===== src/rtl/ones_pattern_gen.sv =====
// Sequential generator of the canonical WIDTH-bit vector holding exactly `count` ones,
// packed from index 0 upward and resolved CHUNK bits per cycle.
module ones_pattern_gen #(
  parameter int WIDTH = 127,
  parameter int CW    = 7,
  parameter int CHUNK = 8
) (
  input  logic             clk,
  input  logic             rstn,
  input  logic [CW-1:0]    count,
  input  logic             in_valid,
  output logic             in_ready,
  output logic [0:WIDTH-1] a,
  output logic             out_valid,
  input  logic             out_ready,
  output logic             sat
);

  localparam int NCHUNK = (WIDTH + CHUNK - 1) / CHUNK;
  localparam int PW     = $clog2(NCHUNK * CHUNK + 1);
  // Shared width for pointer, latched count and bit-index compares.
  localparam int LW     = (PW > CW + 1) ? PW : CW + 1;

  localparam logic [LW-1:0] WIDTH_L = LW'(WIDTH);
  localparam logic [LW-1:0] CHUNK_L = LW'(CHUNK);
  localparam logic [LW-1:0] LAST_P  = LW'((NCHUNK - 1) * CHUNK);

  typedef enum logic [1:0] {
    IDLE = 2'd0,
    FILL = 2'd1,
    DONE = 2'd2
  } state_t;

  state_t             state_r, state_s;
  logic [LW-1:0]      p_r, p_s;
  logic [LW-1:0]      n_r, n_s;
  logic [0:WIDTH-1]   w_r, w_s;
  logic [0:WIDTH-1]   a_r, a_s;
  logic               sat_r, sat_s;
  logic               in_ready_r, in_ready_s;
  logic               out_valid_r, out_valid_s;
  logic [LW-1:0]      cnt_ext_s;

  // Next-state and datapath update for the accept / fill / handoff sequence.
  always_comb begin
    state_s     = state_r;
    p_s         = p_r;
    n_s         = n_r;
    w_s         = w_r;
    a_s         = a_r;
    sat_s       = sat_r;
    cnt_ext_s   = LW'(count);
    case (state_r)
      IDLE: begin
        if (in_valid) begin
          n_s     = (cnt_ext_s > WIDTH_L) ? WIDTH_L : cnt_ext_s;
          sat_s   = sat_r | (cnt_ext_s > WIDTH_L);
          w_s     = {WIDTH{1'b0}};
          p_s     = {LW{1'b0}};
          state_s = FILL;
        end else begin
          state_s = IDLE;
        end
      end
      FILL: begin
        // Only bits whose chunk base equals p are rewritten this cycle.
        for (int i = 0; i < WIDTH; i++) begin
          if (p_r == LW'((i / CHUNK) * CHUNK)) begin
            w_s[i] = (LW'(i) < n_r);
          end else begin
            w_s[i] = w_r[i];
          end
        end
        p_s = p_r + CHUNK_L;
        if (p_r == LAST_P) begin
          a_s     = w_s;
          state_s = DONE;
        end else begin
          state_s = FILL;
        end
      end
      DONE: begin
        if (out_ready) begin
          state_s = IDLE;
        end else begin
          state_s = DONE;
        end
      end
      default: begin
        state_s = IDLE;
      end
    endcase
    in_ready_s  = (state_s == IDLE);
    out_valid_s = (state_s == DONE);
  end

  // State and output registers; asynchronous reset discards any pattern in flight.
  always_ff @(posedge clk or negedge rstn) begin
    if (!rstn) begin
      state_r     <= IDLE;
      p_r         <= {LW{1'b0}};
      n_r         <= {LW{1'b0}};
      w_r         <= {WIDTH{1'b0}};
      a_r         <= {WIDTH{1'b0}};
      sat_r       <= 1'b0;
      in_ready_r  <= 1'b1;
      out_valid_r <= 1'b0;
    end else begin
      state_r     <= state_s;
      p_r         <= p_s;
      n_r         <= n_s;
      w_r         <= w_s;
      a_r         <= a_s;
      sat_r       <= sat_s;
      in_ready_r  <= in_ready_s;
      out_valid_r <= out_valid_s;
    end
  end

  assign in_ready  = in_ready_r;
  assign out_valid = out_valid_r;
  assign a         = a_r;
  assign sat       = sat_r;

endmodule


===== config.mk =====
export PLATFORM = sky130hd
export DESIGN_NAME = ones_pattern_gen
export DESIGN_NICKNAME = d
export VERILOG_FILES = /design/src/rtl/ones_pattern_gen.sv
export SDC_FILE = /design/constraint.sdc
export NUM_CORES = 1
export LEC_CHECK = 0
export BUFFER_PORTS_ARGS = -buffer_cell sky130_fd_sc_hd__buf_4
export CORE_ASPECT_RATIO = 0.7
export CORE_MARGIN = 4
export CORE_UTILIZATION = 34
export CTS_BUF_LIST = sky130_fd_sc_hd__clkbuf_4 sky130_fd_sc_hd__clkbuf_8 sky130_fd_sc_hd__clkbuf_16
export CTS_CLUSTER_DIAMETER = 100
export CTS_CLUSTER_SIZE = 12
export DETAILED_ROUTE_END_ITERATION = 10
export PLACE_DENSITY_LB_ADDON = 0.2
export SYNTH_ARGS = -nofsm -noshare
export SYNTH_HDL_FRONTEND = slang
export SYNTH_SLANG_ARGS = --single-unit

===== constraint.sdc =====
create_clock -name clk -period 3.94 [get_ports clk]
set_input_delay 0.788 -clock clk [delete_from_list [all_inputs] [get_ports clk]]
set_output_delay 0.788 -clock clk [all_outputs]
set_load 0.01 [all_outputs]

==> results of run 1 <==
-- registers in the layout, summed over array words and instances (netlist names) --
| register | cells |
|---|---|
| a | 127 |
| in_ready | 1 |
| out_valid | 1 |
| p_r | 5 |
| n_r | 7 |
| state_r | 2 |
| w_r | 120 |
-- cells by family after synthesis --
group           Yosys count  share of synthesized area
compound gates          390                      0.212
mux                      29                     0.0258
fa+ha+maj                 1                    0.00107
other cells               1                   0.000320
simple gates            413                      0.163
buf+inv                  94                     0.0370
flops                   263                      0.561
-- layout make-up --
cell class | count | area (µm²)
well taps | 464 | 581
fillers | 3435 | 19800
inverters | 4 | 15.0
repair buffers | 173 | 1340
multi-input cells | 834 | 4730
clock buffers | 36 | 708
flip-flops and latches | 263 | 6580
-- layer usage --
layer  track usage  up-vias
met5             0        -
met4        0.0571        0
met3        0.0453       70
met2         0.306      368
met1         0.307     4798
li1              -     4440
-- synth_stat cells (4+ instances only) --
library cell	count
sky130_fd_sc_hd__buf_2	24
sky130_fd_sc_hd__mux2_2	10
sky130_fd_sc_hd__a22o_1	41
sky130_fd_sc_hd__a221oi_1	9
sky130_fd_sc_hd__buf_6	5
sky130_fd_sc_hd__a31oi_1	10
sky130_fd_sc_hd__o21ai_1	13
sky130_fd_sc_hd__o2111ai_1	5
sky130_fd_sc_hd__dfrtp_1	262
sky130_fd_sc_hd__buf_1	6
sky130_fd_sc_hd__nor3_1	14
sky130_fd_sc_hd__mux2i_1	19
sky130_fd_sc_hd__a22oi_1	14
sky130_fd_sc_hd__o31ai_1	8
sky130_fd_sc_hd__nor4_1	9
sky130_fd_sc_hd__a21boi_0	5
sky130_fd_sc_hd__nand2_2	4
sky130_fd_sc_hd__nand2b_1	6
sky130_fd_sc_hd__nor2_1	80
sky130_fd_sc_hd__nand3_1	25
sky130_fd_sc_hd__a21o_1	12
sky130_fd_sc_hd__o22ai_1	18
sky130_fd_sc_hd__inv_1	4
sky130_fd_sc_hd__or2_2	5
sky130_fd_sc_hd__o2bb2ai_1	28
sky130_fd_sc_hd__a21oi_1	46
sky130_fd_sc_hd__o21ai_0	159
sky130_fd_sc_hd__clkbuf_1	50
sky130_fd_sc_hd__a32o_1	6
sky130_fd_sc_hd__nand2_1	230
-- power by group through the flow --
| stage | registers, W | logic [W] | clock network, W |
|---|---|---|---|
| floorplan | 0.00446 | 0.00298 | 0 |
| global placement | 0.00459 | 0.00502 | 0 |
| detailed placement | 0.00461 | 0.00507 | 0 |
| CTS | 0.00458 | 0.00510 | 0.00232 |
| global route | 0.00472 | 0.00556 | 0.00242 |
| finish | 0.00459 | 0.00509 | 0.00227 |
-- critical path: cells and delay by family (launching register included) --
kind                   cells  cell delay [ns]
AOI/OAI and AO/OA          1             0.09
buffers and inverters      1             0.58
DFF                        1             0.52
and+or+nand+nor            3             1.30
-- how the worst min path moves through the flow --
stage	depth (start not counted)	endpoint	from	slack (ns)
after global routing	1	a[0]$_DFFE_PN0P_	rstn	0.43
final	1	a[4]$_DFFE_PN0P_	rstn	0.35
after floorplan	2	w_r[19]$_DFFE_PN0P_	w_r[19]$_DFFE_PN0P_	0.44
after CTS	1	a[9]$_DFFE_PN0P_	rstn	0.37
after global placement	2	a[48]$_DFFE_PN0P_	a[48]$_DFFE_PN0P_	0.46
after detailed placement	2	a[52]$_DFFE_PN0P_	a[52]$_DFFE_PN0P_	0.46
-- cell usage in the layout (no fill, tap or decap), types with 5 or more instances in the layout --
master and count:
sky130_fd_sc_hd__a221oi_1 9, sky130_fd_sc_hd__o2bb2ai_1 28, sky130_fd_sc_hd__o21ai_1 12, sky130_fd_sc_hd__a21oi_1 46, sky130_fd_sc_hd__nor4_1 9, sky130_fd_sc_hd__clkbuf_16 25
sky130_fd_sc_hd__a22o_1 41, sky130_fd_sc_hd__a21boi_0 5, sky130_fd_sc_hd__buf_4 169, sky130_fd_sc_hd__a32o_1 6, sky130_fd_sc_hd__o21ai_0 159, sky130_fd_sc_hd__a22oi_1 14
sky130_fd_sc_hd__nor2_1 80, sky130_fd_sc_hd__clkbuf_4 11, sky130_fd_sc_hd__dfrtp_1 262, sky130_fd_sc_hd__mux2i_1 19, sky130_fd_sc_hd__mux2_2 10, sky130_fd_sc_hd__or2_2 5
sky130_fd_sc_hd__nand3_1 25, sky130_fd_sc_hd__a21o_1 12, sky130_fd_sc_hd__o22ai_1 18, sky130_fd_sc_hd__nor3_1 14, sky130_fd_sc_hd__nand2_1 230, sky130_fd_sc_hd__o2111ai_1 5
sky130_fd_sc_hd__o31ai_1 8, sky130_fd_sc_hd__nand2b_1 5, sky130_fd_sc_hd__a31oi_1 10
-- metrics by stage --
stage          cells  hold slack [ns]
6_report        1774            0.347
5_1_grt         1774            0.425
4_1_cts         1774            0.366
3_5_place_dp    1738            0.461
3_3_place_gp    1738            0.455
2_1_floorplan   1191            0.445
==> run summary, run 1 <==
crit-path cells = and2_1, nand3_4, buf_4, nand2_1, o21ai_0
proportion of total power due to net switching = 0.425
H-tree depth reported by CTS = 1
hold violation count in the final report = 0
TritonCTS clock tree = built
cell count of the worst reg-to-reg path = 5
internal power consumption = 0.00687 W
headroom to the max-slew limit = 0.316
num ports = 141
initial antenna violation count = 0
Worst-Margin Slew = 1.03 ns
pin count of the biggest net entering global routing = 113
register-to-register setup slack = 1.18 ns
Area Growth Syn to Fin = 19.0%
number of core rows = 56
total core area = 0.0338 mm²
flops & latches, synth = 263
Total Nets Final = 1313
Total Power = 0.0119 W
classification of the worst setup path = flop to flop
crit path capture type = flop
clock transition at the registers of the reported paths = 0.07 ns
origin of the critical flop-to-flop path = p_r[3]$_DFFE_PN0P_
worst setup timing slack at the placement stage = 1.20 ns
crit path time final = 2.76 ns
remaining global-route overflow = 0
unrepaired setup endpoints after global routing = no
Die Area = 0.0376 mm²
first-pass GRT wire length = 60.8 mm
# Post-CTS Setup Buffers = 0
final core area utilization = 0.413
top-area cell type share of the netlist area = 0.559
total power per unit cell area = 855 mW/mm²
Worst path max stage delay = 0.61 ns
net switching component of the power = 0.00507 W
count of warnings emitted by yosys = 0
Fmax achieved = 0.363 GHz
crit-path max FO = 96
count of hold-fix buffers inserted at cts = 0
number of global-route vias before repair = 9611
sequential fraction of the synthesis area = 0.561
global routing usage summed across all routing layers = 0.207
setup TNS = 0 ns
largest vdd supply drop = 0.308 mV
number of synthesized flops with an enable pin = 0
Data required, critical path = 4.32 ns
Final WS setup = 1.18 ns
count of vias placed by the detailed router = 9676
Net Count, Synth = 1203
leakage power of the design = 6.33 nW
met3 layer wire length in the routed design = 3.02 mm
total iterations of the first detailed-routing run = 5
Critical Path Source Type = flop
highest routed layer = met4
number of violations of the max-capacitance limit = 0
worst-path cell with the longest stage delay = sky130_fd_sc_hd__nand3_4
most frequently used flop master after synthesis = sky130_fd_sc_hd__dfrtp_1
library cell used as clock root buffer = sky130_fd_sc_hd__clkbuf_16
dominant cells by area after synthesis = sky130_fd_sc_hd__dfrtp_1 (56%), sky130_fd_sc_hd__nand2_1 (7.4%), sky130_fd_sc_hd__o21ai_0 (6.8%), sky130_fd_sc_hd__a22o_1 (3.1%), sky130_fd_sc_hd__nor2_1 (2.6%)
worst endpoint data arrival time = 3.14 ns
maximum clock insertion buffer count = 3
Setup-failing EPs final = 0
last weighted congestion value of the routability-driven placer = 0.887
first element of the critical path = p_r[3]$_DFFE_PN0P_
number of DRC markers in iteration 0 = 873
average detailed-routed wire length per instance = 22.1 µm
total count of max-transition violations in the final report = 0
clock buffer count from CTS = 25
post-route standard cell area excluding fillers = 0.0140 mm²
Critical path destination = a[91]$_DFFE_PN0P_
sequential cell fraction of total power = 0.384
result of the run = completed
async set-reset flop share out of synthesis = 1.00
total placed instance area = 0.0133 mm²
number of antenna repair diodes = 0
fraction of final layout cells sized beyond drive strength 1 = 0.196
Gate Count Post-Synth = 1191
worst-case clock skew = 0.0139 ns
count of antenna-violating nets left after detailed routing = 0
effective utilization at floorplan = 0.347
die extent in y = 163 µm
Die W = 230 µm
cell area after synthesis = 0.0117 mm²
class of the tightest hold or removal check = primary input to async pin
Tcrit/Tclk final = 0.699
number of cells upsized or downsized after cts = 0
largest area contributor in the synthesized netlist = sky130_fd_sc_hd__dfrtp_1
port bufs = 139
total length of routed wires = 39.2 mm
met1 layer wirelength in the final routing = 18.0 mm
clock sinks = 263
clock share of power = 0.190
detailed-routed wire length on met2 = 17.0 mm
clock latency on the worst-skew pair = 0.54 ns
Crit Reg-Reg Endpoint = a[91]$_DFFE_PN0P_
total half-perimeter wirelength after legalization and detailed placement = 26.7 mm
Mean Syn Cell Area = 9.85 µm²
DRC violation count after routing = 0
detailed-route vias per instance = 5.45
part of the power in combinational logic = 0.426
distinct cell type count of the synthesized netlist = 66
(Power assumes the default switching activity.)
==> run 2: changes to the inputs <==
==> constraint.sdc (replaced) <==
create_clock -name clk -period 2.4 [get_ports clk]
set_input_delay 0.48 -clock clk [delete_from_list [all_inputs] [get_ports clk]]
set_output_delay 0.48 -clock clk [all_outputs]
set_load 0.01 [all_outputs]
==> run 2 against run 1 <==
Effect of this change:
- fmax rose by 18%
- core utilization increased by 1.3 points
- sequential share of layout area down 1.5 points
- count of clock-buffer cells in the layout unchanged
- non-clock buffer count grew 54
- power increased by 68%
- die area stayed put
- highest routed layer unchanged
- routed wire length about the same
- first-iteration DRC count increased by 4.4%
==> run summary, run 2 (synthesis results as in run 1) <==
Setup-failing EPs final = 0 (unchanged)
num ports = 141 (unchanged)
net switching component of the power = 0.00835 W (was 0.00507 W)
result of the run = completed (unchanged)
classification of the worst setup path = flop to flop (unchanged)
last weighted congestion value of the routability-driven placer = 0.935 (was 0.887)
first element of the critical path = p_r[6]$_DFFE_PN0P_ (was p_r[3]$_DFFE_PN0P_)
hold path startpoint = count[3]
remaining global-route overflow = 0 (unchanged)
layout filler cell count = 3321 (was 3435)
total iterations of the first detailed-routing run = 6 (was 5)
Area Growth Syn to Fin = 22.8% (was 19.0%)
Die W = 230 µm (unchanged)
Total Nets Final = 1367 (was 1313)
most common cell after layout, fill and taps aside = sky130_fd_sc_hd__dfrtp_1 (unchanged)
leakage power of the design = 6.61 nW (was 6.33 nW)
total count of max-transition violations in the final report = 0 (unchanged)
clock transition at the registers of the reported paths = 0.07 ns (about the same)
Tcrit/Tclk final = 0.972 (was 0.699)
Fmax achieved = 0.429 GHz (was 0.363 GHz)
port bufs = 139 (unchanged)
clock share of power = 0.184 (was 0.190)
top library cells by usage in the layout, fill and taps aside = sky130_fd_sc_hd__dfrtp_1 (262), sky130_fd_sc_hd__nand2_1 (230), sky130_fd_sc_hd__buf_4 (219) (was sky130_fd_sc_hd__dfrtp_1 (262), sky130_fd_sc_hd__nand2_1 (230), sky130_fd_sc_hd__buf_4 (169))
total core area = 0.0338 mm² (unchanged)
Worst path top cell family by delay = compound AO/OA/AOI/OAI gates (was simple AND/OR/NAND/NOR gates)
TritonCTS clock tree = built (unchanged)
DRC violation count after routing = 0 (unchanged)
count of antenna-violating nets left after detailed routing = 0 (unchanged)
unrepaired setup endpoints after global routing = no (unchanged)
internal power consumption = 0.0117 W (was 0.00687 W)
tightest hold margin = 0.141 ns (was 0.347 ns)
number of antenna repair diodes = 0 (unchanged)
total half-perimeter wirelength after legalization and detailed placement = 27.7 mm (was 26.7 mm)
# Post-CTS Setup Buffers = 0 (unchanged)
fraction of final layout cells sized beyond drive strength 1 = 0.227 (was 0.196)
die extent in y = 163 µm (unchanged)
Critical Path Source Type = flop (unchanged)
crit-path cells = or3b_1, a2111oi_1, a21oi_1, o21ai_1 (was and2_1, nand3_4, buf_4, nand2_1, o21ai_0)
worst endpoint data arrival time = 2.79 ns (was 3.14 ns)
origin of the critical flop-to-flop path = p_r[6]$_DFFE_PN0P_ (was p_r[3]$_DFFE_PN0P_)
proportion of total power due to net switching = 0.416 (was 0.425)
number of core rows = 56 (unchanged)
Die Area = 0.0376 mm² (unchanged)
clock sinks = 263 (unchanged)
maximum clock insertion buffer count = 3 (unchanged)
buffers and inverters on the worst path = 0 (was 1)
number of DRC markers in iteration 0 = 911 (was 873)
total power per unit cell area = 1390 mW/mm² (was 855 mW/mm²)
Worst-Margin Slew = 0.866 ns (was 1.03 ns)
number of global-route vias before repair = 9706 (was 9611)
clock latency on the worst-skew pair = 0.54 ns (about the same)
sequential cell fraction of total power = 0.370 (was 0.384)
crit path time final = 2.33 ns (was 2.76 ns)
worst-case clock skew = 0.0181 ns (was 0.0139 ns)
library cell used as clock root buffer = sky130_fd_sc_hd__clkbuf_16 (unchanged)
effective utilization at floorplan = 0.347 (unchanged)
detailed-route vias per instance = 5.36 (was 5.45)
multi-input combinational cell area = 0.00474 mm² (was 0.00473 mm²)
number of flip-flops in the largest register = 127 (unchanged)
headroom to the max-slew limit = 0.422 (was 0.316)
Worst path max stage delay = 0.66 ns (was 0.61 ns)
sequential cell area = 0.00658 mm² (unchanged)
number of violations of the max-capacitance limit = 0 (unchanged)
crit path capture type = flop (unchanged)
total length of routed wires = 39.1 mm (was 39.2 mm)
initial antenna violation count = 0 (unchanged)
global routing usage summed across all routing layers = 0.205 (was 0.207)
pin count of the biggest net entering global routing = 105 (was 113)
average detailed-routed wire length per instance = 21.4 µm (was 22.1 µm)
worst-path cell with the longest stage delay = sky130_fd_sc_hd__a2111oi_1 (was sky130_fd_sc_hd__nand3_4)
largest vdd supply drop = 0.509 mV (was 0.308 mV)
setup TNS = 0 ns (unchanged)
hold violation count in the final report = 0 (unchanged)
count of vias placed by the detailed router = 9804 (was 9676)
H-tree depth reported by CTS = 1 (unchanged)
part of the power in combinational logic = 0.446 (was 0.426)
clock buffer count from CTS = 25 (unchanged)
class of the tightest hold or removal check = primary input to flop (was primary input to async pin)
Data required, critical path = 2.86 ns (was 4.32 ns)
crit-path max FO = 13 (was 96)
first-pass GRT wire length = 60.4 mm (was 60.8 mm)
run 2: cell types whose count changed in the layout (fill, tap and decap cells not counted), sizes merged:
cell / previous run / this run
buf: 173 / 226
dlygate4sd3: 0 / 1
run 2: layout make-up:
cell class,count,area share
Sequential cell,263,0.457
Timing Repair Buffer,227,0.124
Clock buffer,36,0.0491
Inverter,4,0.00104
Tap cell,464,0.0403
Multi-Input combinational cell,834,0.329
run 2: worst paths after layout:
path,to,slack [ns],cells past startpoint
setup reg to reg,w_r[67]$_DFFE_PN0P_,0.07,4
min in group asynchronous,w_r[13]$_DFFE_PN0P_,0.45,2
hold / removal,n_r[3]$_DFFE_PN0N_,0.14,3
hold reg to reg,a[48]$_DFFE_PN0P_,0.47,2
max in group asynchronous,in_ready$_DFF_PN1_,1.23,3
setup / recovery,w_r[67]$_DFFE_PN0P_,0.07,4
run 2: through the flow:
stage | instance area, µm² | instances | setup WS (ns) | total power, W | utilization
2_1_floorplan | 11700 | 1191 | 0.668 | 0.0122 | -
3_3_place_gp | 13700 | 1791 | 0.0992 | 0.0163 | 0.405
3_5_place_dp | 13700 | 1791 | 0.0732 | 0.0164 | 0.405
4_1_cts | 14400 | 1828 | 0.0312 | 0.0202 | 0.427
5_1_grt | 14400 | 1828 | 0.00592 | 0.0214 | 0.427
6_report | 14400 | 1828 | 0.0667 | 0.0201 | 0.427
run 2: repair_timing:
item	in CTS	in global routing
endpoints found under the hold margin	41	0
gates resized for setup	0	3
endpoints found under the setup margin	0	5
hold buffers	1	0
run 2: worst min-delay path, stage by stage:
cell and delay, ns:
sky130_fd_sc_hd__buf_4 0.08, sky130_fd_sc_hd__nand2_1 0.04, sky130_fd_sc_hd__nand2_1 0.04
run 2: power by group through the flow:
stage                     Combinational, W  Clock (W)  Sequential (W)
after global placement             0.00882          0         0.00745
after detailed placement           0.00893          0         0.00748
after floorplan                    0.00489          0         0.00731
final                              0.00895    0.00369         0.00743
after global routing               0.00974    0.00397         0.00765
after CTS                          0.00895    0.00380         0.00743
run 2: metal layers:
metal | track usage | share of wire
met5 | 0 | 0
met4 | 0.0489 | 0.025
met3 | 0.0387 | 0.063
met2 | 0.310 | 0.44
met1 | 0.307 | 0.47
